===== config.mk =====
export PLATFORM = sky130hd
export DESIGN_NAME = instr_exec_sequencer_flat
export DESIGN_NICKNAME = d
export VERILOG_FILES = /design/src/rtl/instr_exec_sequencer_if.sv /design/src/rtl/instr_exec_sequencer.sv /design/src/flat_wrapper.sv
export SDC_FILE = /design/constraint.sdc
export NUM_CORES = 2
export LEC_CHECK = 0
export BUFFER_PORTS_ARGS = -buffer_cell sky130_fd_sc_hd__buf_2
export CORE_MARGIN = 3
export CORE_UTILIZATION = 45
export CTS_BUF_LIST = sky130_fd_sc_hd__clkbuf_2
export DETAILED_ROUTE_END_ITERATION = 16
export SLEW_MARGIN = 20
export SYNTH_ARGS = -nofsm -noshare
export SYNTH_HDL_FRONTEND = slang
export SYNTH_SLANG_ARGS = --single-unit

===== constraint.sdc =====
create_clock -name clk -period 104.2 [get_ports clk]
set_input_delay 15.63 -clock clk [delete_from_list [all_inputs] [get_ports clk]]
set_output_delay 15.63 -clock clk [all_outputs]
set_load 0.01 [all_outputs]

===== src/rtl/instr_exec_sequencer_if.sv =====
// Host/instruction-register bus of the execute sequencer: run control, status,
// instruction read port and result write port.
interface instr_exec_sequencer_if;
    logic        start;
    logic        abort;
    logic [4:0]  first_addr;
    logic [4:0]  last_addr;
    logic [4:0]  rd_ptr;
    logic [67:0] rd_instr;     // {opcode[3:0], op_a[31:0], op_b[31:0]}
    logic        wr_en;
    logic [4:0]  wr_ptr;
    logic [31:0] wr_res;
    logic        busy;
    logic        done;
    logic        err_div0;
    logic        err_opc;
    logic [5:0]  exec_count;

    modport master (
        output start, abort, first_addr, last_addr, rd_instr,
        input  rd_ptr, wr_en, wr_ptr, wr_res, busy, done, err_div0, err_opc, exec_count
    );

    modport slave (
        input  start, abort, first_addr, last_addr, rd_instr,
        output rd_ptr, wr_en, wr_ptr, wr_res, busy, done, err_div0, err_opc, exec_count
    );
endinterface


===== src/rtl/instr_exec_sequencer.sv =====
// Walks a wrap-around range of the 32-entry instruction register, executes each
// opcode on a multi-cycle ALU and writes the result back to the same entry.
//
// state   | meaning
// --------+-----------------------------------------------------------
// S_IDLE  | waiting for start; bus outputs hold their last values
// S_READ  | latch rd_instr for rd_ptr, load latency down-counter
// S_EXEC  | ALU busy until the latency counter reaches zero
// S_WRITE | wr_en high, result written to wr_ptr, advance or finish
// S_DONE  | one-cycle done pulse, then back to idle
module instr_exec_sequencer #(
    parameter int unsigned DIV_CYCLES  = 4,
    parameter int unsigned MULT_CYCLES = 2
) (
    input logic                 clk,
    input logic                 reset_n,
    instr_exec_sequencer_if.slave bus
);

    typedef logic        [4:0]  address_t;
    typedef logic signed [31:0] operand_t;
    typedef logic signed [63:0] operand_d_t;

    typedef struct packed {
        logic [3:0] opc;
        operand_t   op_a;
        operand_t   op_b;
    } instruction_t;

    typedef enum logic [2:0] {
        S_IDLE,
        S_READ,
        S_EXEC,
        S_WRITE,
        S_DONE
    } state_t;

    localparam logic [3:0] OP_ZERO  = 4'd0;
    localparam logic [3:0] OP_PASSA = 4'd1;
    localparam logic [3:0] OP_PASSB = 4'd2;
    localparam logic [3:0] OP_ADD   = 4'd3;
    localparam logic [3:0] OP_SUB   = 4'd4;
    localparam logic [3:0] OP_MULT  = 4'd5;
    localparam logic [3:0] OP_DIV   = 4'd6;
    localparam logic [3:0] OP_MOD   = 4'd7;

    localparam logic [3:0] MULT_LAT_M1 = 4'(MULT_CYCLES - 1);
    localparam logic [3:0] DIV_LAT_M1  = 4'(DIV_CYCLES - 1);
    localparam operand_t   INT_MIN     = operand_t'(32'h8000_0000);
    localparam operand_t   MINUS_ONE   = operand_t'(32'hFFFF_FFFF);

    state_t       state_q,    state_d;
    address_t     rd_ptr_q,   rd_ptr_d;
    address_t     last_q,     last_d;
    instruction_t instr_q,    instr_d;
    logic [3:0]   cnt_q,      cnt_d;
    address_t     wr_ptr_q,   wr_ptr_d;
    operand_t     wr_res_q,   wr_res_d;
    logic [5:0]   exec_cnt_q, exec_cnt_d;
    logic         err_div0_q, err_div0_d;
    logic         err_opc_q,  err_opc_d;

    instruction_t rd_ins;
    operand_t     alu_res;
    logic         alu_div0;
    logic         alu_opc_bad;

    assign rd_ins = instruction_t'(bus.rd_instr);

    // Counter is loaded with L-1 so the EXEC stage lasts exactly L cycles.
    function automatic logic [3:0] lat_m1(input logic [3:0] opc);
        case (opc)
            OP_MULT:         return MULT_LAT_M1;
            OP_DIV, OP_MOD:  return DIV_LAT_M1;
            default:         return 4'd0;
        endcase
    endfunction

    always_comb begin
        alu_res     = '0;
        alu_div0    = 1'b0;
        alu_opc_bad = 1'b0;
        case (instr_q.opc)
            OP_ZERO:  alu_res = '0;
            OP_PASSA: alu_res = instr_q.op_a;
            OP_PASSB: alu_res = instr_q.op_b;
            OP_ADD:   alu_res = instr_q.op_a + instr_q.op_b;
            OP_SUB:   alu_res = instr_q.op_a - instr_q.op_b;
            OP_MULT:  alu_res = operand_t'(operand_d_t'(instr_q.op_a) * operand_d_t'(instr_q.op_b));
            OP_DIV: begin
                if (instr_q.op_b == '0) begin
                    alu_div0 = 1'b1;
                end else if (instr_q.op_a == INT_MIN && instr_q.op_b == MINUS_ONE) begin
                    alu_res = INT_MIN;  // wraps, as the truncated 32-bit quotient would
                end else begin
                    alu_res = instr_q.op_a / instr_q.op_b;
                end
            end
            OP_MOD: begin
                if (instr_q.op_b == '0) begin
                    alu_div0 = 1'b1;
                end else if (instr_q.op_a == INT_MIN && instr_q.op_b == MINUS_ONE) begin
                    alu_res = '0;
                end else begin
                    alu_res = instr_q.op_a % instr_q.op_b;
                end
            end
            default:  alu_opc_bad = 1'b1;
        endcase
    end

    always_comb begin
        state_d    = state_q;
        rd_ptr_d   = rd_ptr_q;
        last_d     = last_q;
        instr_d    = instr_q;
        cnt_d      = cnt_q;
        wr_ptr_d   = wr_ptr_q;
        wr_res_d   = wr_res_q;
        exec_cnt_d = exec_cnt_q;
        err_div0_d = err_div0_q;
        err_opc_d  = err_opc_q;

        if (state_q != S_IDLE && bus.abort) begin
            // The write strobe of an aborted WRITE cycle still goes out, so count it.
            state_d = S_IDLE;
            if (state_q == S_WRITE) begin
                exec_cnt_d = exec_cnt_q + 6'd1;
            end
        end else begin
            case (state_q)
                S_IDLE: begin
                    if (bus.start) begin
                        state_d    = S_READ;
                        rd_ptr_d   = bus.first_addr;
                        last_d     = bus.last_addr;
                        exec_cnt_d = '0;
                        err_div0_d = 1'b0;
                        err_opc_d  = 1'b0;
                    end
                end
                S_READ: begin
                    instr_d = rd_ins;
                    cnt_d   = lat_m1(rd_ins.opc);
                    state_d = S_EXEC;
                end
                S_EXEC: begin
                    if (cnt_q == 4'd0) begin
                        state_d    = S_WRITE;
                        wr_ptr_d   = rd_ptr_q;
                        wr_res_d   = alu_res;
                        err_div0_d = err_div0_q | alu_div0;
                        err_opc_d  = err_opc_q | alu_opc_bad;
                    end else begin
                        cnt_d = cnt_q - 4'd1;
                    end
                end
                S_WRITE: begin
                    exec_cnt_d = exec_cnt_q + 6'd1;
                    if (rd_ptr_q == last_q) begin
                        state_d = S_DONE;
                    end else begin
                        rd_ptr_d = rd_ptr_q + 5'd1;
                        state_d  = S_READ;
                    end
                end
                S_DONE:  state_d = S_IDLE;
                default: state_d = S_IDLE;
            endcase
        end
    end

    always_ff @(posedge clk or negedge reset_n) begin
        if (!reset_n) begin
            state_q    <= S_IDLE;
            rd_ptr_q   <= '0;
            last_q     <= '0;
            instr_q    <= '0;
            cnt_q      <= '0;
            wr_ptr_q   <= '0;
            wr_res_q   <= '0;
            exec_cnt_q <= '0;
            err_div0_q <= 1'b0;
            err_opc_q  <= 1'b0;
        end else begin
            state_q    <= state_d;
            rd_ptr_q   <= rd_ptr_d;
            last_q     <= last_d;
            instr_q    <= instr_d;
            cnt_q      <= cnt_d;
            wr_ptr_q   <= wr_ptr_d;
            wr_res_q   <= wr_res_d;
            exec_cnt_q <= exec_cnt_d;
            err_div0_q <= err_div0_d;
            err_opc_q  <= err_opc_d;
        end
    end

    assign bus.rd_ptr     = rd_ptr_q;
    assign bus.wr_en      = (state_q == S_WRITE);
    assign bus.wr_ptr     = wr_ptr_q;
    assign bus.wr_res     = wr_res_q;
    assign bus.busy       = (state_q != S_IDLE);
    assign bus.done       = (state_q == S_DONE);
    assign bus.err_div0   = err_div0_q;
    assign bus.err_opc    = err_opc_q;
    assign bus.exec_count = exec_cnt_q;

endmodule

===== src/flat_wrapper.sv =====
// flat-port wrapper written by rule: the top's interface ports become plain ports
module instr_exec_sequencer_flat 
#(
    parameter int unsigned DIV_CYCLES  = 4,
    parameter int unsigned MULT_CYCLES = 2
)
  (clk, reset_n, bus_start, bus_abort, bus_first_addr, bus_last_addr, bus_rd_instr, bus_rd_ptr, bus_wr_en, bus_wr_ptr, bus_wr_res, bus_busy, bus_done, bus_err_div0, bus_err_opc, bus_exec_count);
  instr_exec_sequencer_if bus_i ();
  input logic clk;
  input logic reset_n;
  input wire logic [$bits(bus_i.start)-1:0] bus_start;
  input wire logic [$bits(bus_i.abort)-1:0] bus_abort;
  input wire logic [$bits(bus_i.first_addr)-1:0] bus_first_addr;
  input wire logic [$bits(bus_i.last_addr)-1:0] bus_last_addr;
  input wire logic [$bits(bus_i.rd_instr)-1:0] bus_rd_instr;
  output wire logic [$bits(bus_i.rd_ptr)-1:0] bus_rd_ptr;
  output wire logic [$bits(bus_i.wr_en)-1:0] bus_wr_en;
  output wire logic [$bits(bus_i.wr_ptr)-1:0] bus_wr_ptr;
  output wire logic [$bits(bus_i.wr_res)-1:0] bus_wr_res;
  output wire logic [$bits(bus_i.busy)-1:0] bus_busy;
  output wire logic [$bits(bus_i.done)-1:0] bus_done;
  output wire logic [$bits(bus_i.err_div0)-1:0] bus_err_div0;
  output wire logic [$bits(bus_i.err_opc)-1:0] bus_err_opc;
  output wire logic [$bits(bus_i.exec_count)-1:0] bus_exec_count;
  assign bus_i.start = bus_start;
  assign bus_i.abort = bus_abort;
  assign bus_i.first_addr = bus_first_addr;
  assign bus_i.last_addr = bus_last_addr;
  assign bus_i.rd_instr = bus_rd_instr;
  assign bus_rd_ptr = bus_i.rd_ptr;
  assign bus_wr_en = bus_i.wr_en;
  assign bus_wr_ptr = bus_i.wr_ptr;
  assign bus_wr_res = bus_i.wr_res;
  assign bus_busy = bus_i.busy;
  assign bus_done = bus_i.done;
  assign bus_err_div0 = bus_i.err_div0;
  assign bus_err_opc = bus_i.err_opc;
  assign bus_exec_count = bus_i.exec_count;
  instr_exec_sequencer #(.DIV_CYCLES(DIV_CYCLES), .MULT_CYCLES(MULT_CYCLES)) u_core (.clk(clk), .reset_n(reset_n), .bus(bus_i));
endmodule

# Word level (Yosys, flattened, before mapping)
# Index checks and enable logic that the tools add are counted.
# totals
ff_bits,130
in_bits,82
out_inout_bits,53
wordCells,96
# op_classes
addsub,5
multipliers,1
n_div,2
eq_ne,24
n_mux,28
bitwise_logic,3
n_reduce_logical,21
# ops
op,n
case mux 32 bit (7 select lines),1
2-to-1 mux 32 bit,4
adder 32 bit,1
divider 32 x 32 -> 32 bit,1
"== test 32 x 1 -> 1 bit, second input constant",1
"== test 32 bit, second input constant",1
logical NOT 32 bit,1
modulo 32 x 32 -> 32 bit,1
multiplier 32 x 32 -> 32 bit,1
subtractor 32 bit,1
"== test 4 x 3 -> 1 bit, second input constant",7
2-to-1 mux 6 bit,3
2-to-1 mux 3 bit,4
case mux 3 bit (4 select lines),1
case mux 6 bit (2 select lines),1
AND reduction 3 bit,4
2-to-1 mux 5 bit,2
case mux 5 bit (2 select lines),1
"== test 4 x 2 -> 1 bit, second input constant",2
logical NOT 4 bit,2
"inequality test 2 bit, second input constant",4
case mux 4 bit (2 select lines),1
AND reduction 4 bit,2
OR reduction 8 bit,1
other kinds (23),36

# Longest topological paths before layout
# logic_depth
depth_word,6
ltp_mapped,392
ltp_nobuf,357

# Worst setup path before layout
# Ideal clock, no wire load.
# synth_path
path_type,register to register
start,register u_core.instr_q[0] (netlist name)
end,register u_core.wr_res_q[27] (netlist: u_core.bus.wr_res[27])
setup_ps,132
arrival_time_ps,82938
required_ps,104068
slack_ps,21130
path_stages_with_launch,363
n_path_buf,63
period_less_slack_ps,83070
cell_sequence,dfrtp_1 clkbuf_1 clkbuf_1 inv_1 ha_1 nor3b_1 clkbuf_1 a41oi_1 a221oi_1 nand2_1 or4_1 clkbuf_1 nor4_2 buf_2 a21oi_1 or3_1 ha_1 o21a_1 [... 327 more ...] a211oi_1 o21ai_0 o211ai_1 a21o_1 clkbuf_1 inv_1 nand2_1 nor2_1 a221oi_1 o211ai_1 or4_1 or2_1 or3_1 buf_2 or3_1 nand3_1 o21a_1 o21ai_1
# synth_via
elab_chain_cells,5
elab_cells_between_ends,13
cone_classes,2 x add/sub; 1 x mul; 2 x div; 1 x eq/ne; 5 x mux; 2 x reduce/logical
# synth_lines
item,line_no,rtl
"start, declared",instr_exec_sequencer.sv:55,"instruction_t instr_q, instr_d;"
"start signal, assigned",instr_exec_sequencer.sv:189,instr_q <= instr_d;
branches (longest 4 deep; another with modulo 32 x 32 -> 32 bit),-,
case mux 32 bit (7 select lines) (*),instr_exec_sequencer.sv:83,case (instr_q.opc)
"end signal, assigned",instr_exec_sequencer.sv:192,wr_res_q <= wr_res_d;
"end, declared",instr_exec_sequencer.sv:58,"operand_t wr_res_q, wr_res_d;"
# Every way passes the cells marked *.
# A chain may end at the register's enable or synchronous reset.

# Final worst setup path
# layout_path
start,register u_core.instr_q[9] (netlist name)
end,register u_core.wr_res_q[27] (netlist: u_core.bus.wr_res[27])
# The elaborated chain is that of the path after synthesis.

==> impl_metrics.py <==
metrics = {
    "placement": {
        "globalplace.congestion": 1.06,
        "place.detailed.instances": 9614,
        "buffer_ports.inserted": 134,
        "dp.final_hpwl_microns": 201000,
    },
    "critical_path": {
        "critical_path.n_buffers_inverters": 26,
        "cp_max_fo": 54,
        "critical_path.endpoint_type": "flip-flop",
        "reg2reg_setup_slack_ns": 5.01,
        "critical_path_depth": 337,
        "critPathMaxStageDelay_ns": 0.77,
        "arrival_time_at_the_worst_endpoint_ns": 100.13,
        "reg2reg_from": "u_core.instr_q[9]",
        "crit_path_start_kind": "flip-flop",
        "critPathSlowestCell": "o311ai_0",
        "cp_top_family": "compound AO/OA/AOI/OAI gates",
        "r2r.worst_path.cells": 337,
        "rr_endpoint": "u_core.bus.wr_res[27]",
        "path_class": "reg -> reg",
        "crit_path_frequent_cell": "ha_1",
        "worst_ep_required_time_ns": 105.15,
    },
    "route": {
        "drt_drc_violations_left": 0,
        "ant_nets": 0,
        "wirelength_microns": 261000,
        "drt_pass1_iterations": 16,
        "detail_route.wl_per_cell_microns": 27.0,
        "drt-initial-drc-count": 7600,
        "drt-vias-per-instance": 6.46,
        "via_count": 62400,
    },
    "clock_tree": {
        "clk_root_buffer_cell": "clkbuf_2",
        "clk_path_buf_depth": 2,
        "clock_latency_ns": 1.10,
        "cts-buffers-inserted": 17,
        "tritoncts": "built",
        "cts.reportedPaths.clkPinSlew_ns": 0.28,
        "cts_hold_buffers": 0,
        "cts.sink_count": 130,
        "clock_tree.htree_level_count": 4,
    },
    "run_status": {
        "status": "complete, no violations",
    },
    "timing": {
        "timing.slew.headroom_pct": 14.1,
        "min_period_over_period_pct": 95.2,
        "fin_skew_ns": 0.0819,
        "hold_viol": 0,
        "tightest_slew_ns": 1.27,
        "rsz0062_at_grt": "false",
        "setup_tns_ns": 0,
        "setup_violations_final": 0,
        "hold_ws_ns": 0.520,
        "timing.final.max_slew_violations": 0,
        "fmaxAchievable_mhz": 10.1,
        "final_period_minus_worst_setup_slack_ns": 99.19,
    },
    "layout": {
        "drive_above_1_share_pct": 8.15,
        "instances_no_fill": 9656,
        "flow.area_growth_from_synthesis_pct": 5.93,
        "nNetsFinal": 9122,
        "fin_util_pct": 48.2,
        "filler_cell_count": 13100,
    },
    "global_routing": {
        "grt_pass1_vias": 59900,
        "gr-usage-all-layers_pct": 37.6,
        "number_of_antenna_violations_at_the_first_check_in_global_routing": 16,
        "grt_max_degree": 72,
        "overflow_after_grt": 0,
        "first_pass_grt_wire_length_microns": 386000,
    },
    "min_path": {
        "whs_endpoint": "u_core.bus.wr_res[7]",
        "hold_depth": 2,
        "min_path_type": "reg -> reg",
        "min-delay-start": "u_core.bus.wr_res[7]",
    },
    "synth": {
        "ys_types": 105,
        "fraction_of_the_yosys_area_taken_by_sequential_cells_pct": 5.58,
        "netlist_instances": 7951,
        "syn_avg_cell_area_sq_um": 7.34,
        "synth_enable_flop_cells": 0,
        "synthFlopType": "dfrtp_1",
        "syn_nets": 9164,
        "synth-async-reset-ratio_pct": 100,
        "netlist_area_sq_mm": 0.0583,
        "yosys_warnings": 0,
        "synth_seq_cells": 130,
    },
    "floorplanning": {
        "floorplan.io_pins": 135,
        "die_h_microns": 366,
        "floorplan.initialDensity_pct": 45.5,
        "fp.dieArea_sq_mm": 0.134,
        "rows": 131,
        "die_x_microns": 366,
        "core_sq_mm": 0.128,
    },
    "run": {
        "max_cap_violations": 0,
    },
}
## placed cells by master, fill, tap and decap left out, drive strengths merged, types with 25 or more instances in the layout
cell type  netlist  layout
a211o           29      29
a211oi          57      57
a21o           197     197
a21oi          509     509
a221oi          28      28
a222oi          28      28
a22oi           25      25
a31oi           68      68
and2           189     189
and3            49      49
buf             79     311
dfrtp          130     130
fa             410     410
ha             721     721
inv            739     745
mux2           111     111
mux2i           34      34
nand2         1039    1039
nand2b          85      85
nand3          151     151
nand4           82      82
nor2           657     657
nor2b           64      64
nor3           199     199
nor4            55      55
o211ai          66      66
o21a           122     122
o21ai          415     415
o21bai          55      55
o221ai          29      29
o31ai           81      81
or2             45      45
or3             83      83
or4             27      27
xnor2          393     393
xor2           239     239
## how the worst max path moves through the flow
stage                       from                    end  slack (ns)
5_1_grt        u_core.instr_q[9]  u_core.bus.wr_res[27]        0.21
4_1_cts        u_core.instr_q[9]  u_core.bus.wr_res[27]        5.26
3_5_place_dp   u_core.instr_q[6]  u_core.bus.wr_res[27]        5.77
3_3_place_gp   u_core.instr_q[6]  u_core.bus.wr_res[27]        7.02
6_report       u_core.instr_q[9]  u_core.bus.wr_res[27]        5.01
2_1_floorplan  u_core.instr_q[0]  u_core.bus.wr_res[27]       21.13
## synth_stat cells (all sizes together), types with 82 or more instances
cell type     n  share of area [%]
ha          721                 15
nand2      1039                6.7
clkbuf      293                1.9
fa          410                 14
nand3       151                1.3
xnor2       393                5.9
dfrtp       130                5.6
o21a        122                1.6
a21o        197                2.5
nand2b       85               0.91
mux2        111                2.1
or3          83               0.89
nor2        657                4.3
o21ai       415                3.6
nand4        82               0.88
a21oi       509                4.4
inv         739                4.8
nor3        199                1.7
xor2        239                3.6
and2        189                2.0
## layer usage
metal	routed length, microns	part of all wire, %	vias to the layer above	track usage [%]
li1	-	-	27700	-
met1	105000	40	30100	49.8
met2	108000	41	3782	55.7
met3	33900	13	792	11.3
met4	15000	5.7	4	17.7
met5	27	0.010	-	0
## repair_timing
action,in CTS,in global routing
endpoints found under the setup margin,0,32
buffers inserted,0,5
gates resized for setup,0,14
## worst reg2reg max path, delay by kind of cell (launching register included)
kind,cells,cell delay [ns]
compound gates,167,49.45
xor+xnor,2,0.38
fa+ha+maj,32,10.17
buf+inv,26,6.35
flops,1,0.43
mux,7,2.43
simple gates,103,29.95
## flip-flops by register name, summed over array words and instances, names as in the netlist
| register | flops |
|---|---|
| u_core.bus.err_div0 | 1 |
| u_core.cnt_q | 4 |
| u_core.state_q | 3 |
| u_core.instr_q | 68 |
| u_core.bus.wr_ptr | 5 |
| u_core.bus.err_opc | 1 |
| u_core.bus.exec_count | 6 |
| u_core.bus.wr_res | 32 |
| u_core.bus.rd_ptr | 5 |
| u_core.last_q | 5 |
## cell families after synthesis
logic type / synth area share [%]
DFF: 5.58
xor gates and xnor gates: 9.50
adders and majority gates: 29.5
AOI/OAI and AO/OA: 22.9
buffers and inverters: 7.21
and+or+nand+nor: 22.6
muxes: 2.73
## layout make-up
cell class                      count  area (sq um)  share of cell area, %
Sequential cell                   130          3260                   5.27
Timing Repair Buffer              311          2010                   3.25
Inverter                          739          2770                   4.49
Tap cell                         1729          2160                   3.50
Clock buffer                       17          85.1                  0.138
Antenna cell                        5          12.5                 0.0202
Multi-Input combinational cell   6710         51300                   83.0
Clock inverter                     15           195                  0.316
## metrics by stage
stage / area [sq um] / setup WS [ns]
floorplan: 58300 / 21.13
global placement: 61400 / 7.02
detailed placement: 61400 / 5.77
CTS: 61700 / 5.26
global route: 61800 / 0.209
finish: 61800 / 5.01
Power is not shown: default switching activity piles up to over one toggle a cycle in this logic, so the estimate is an artifact.
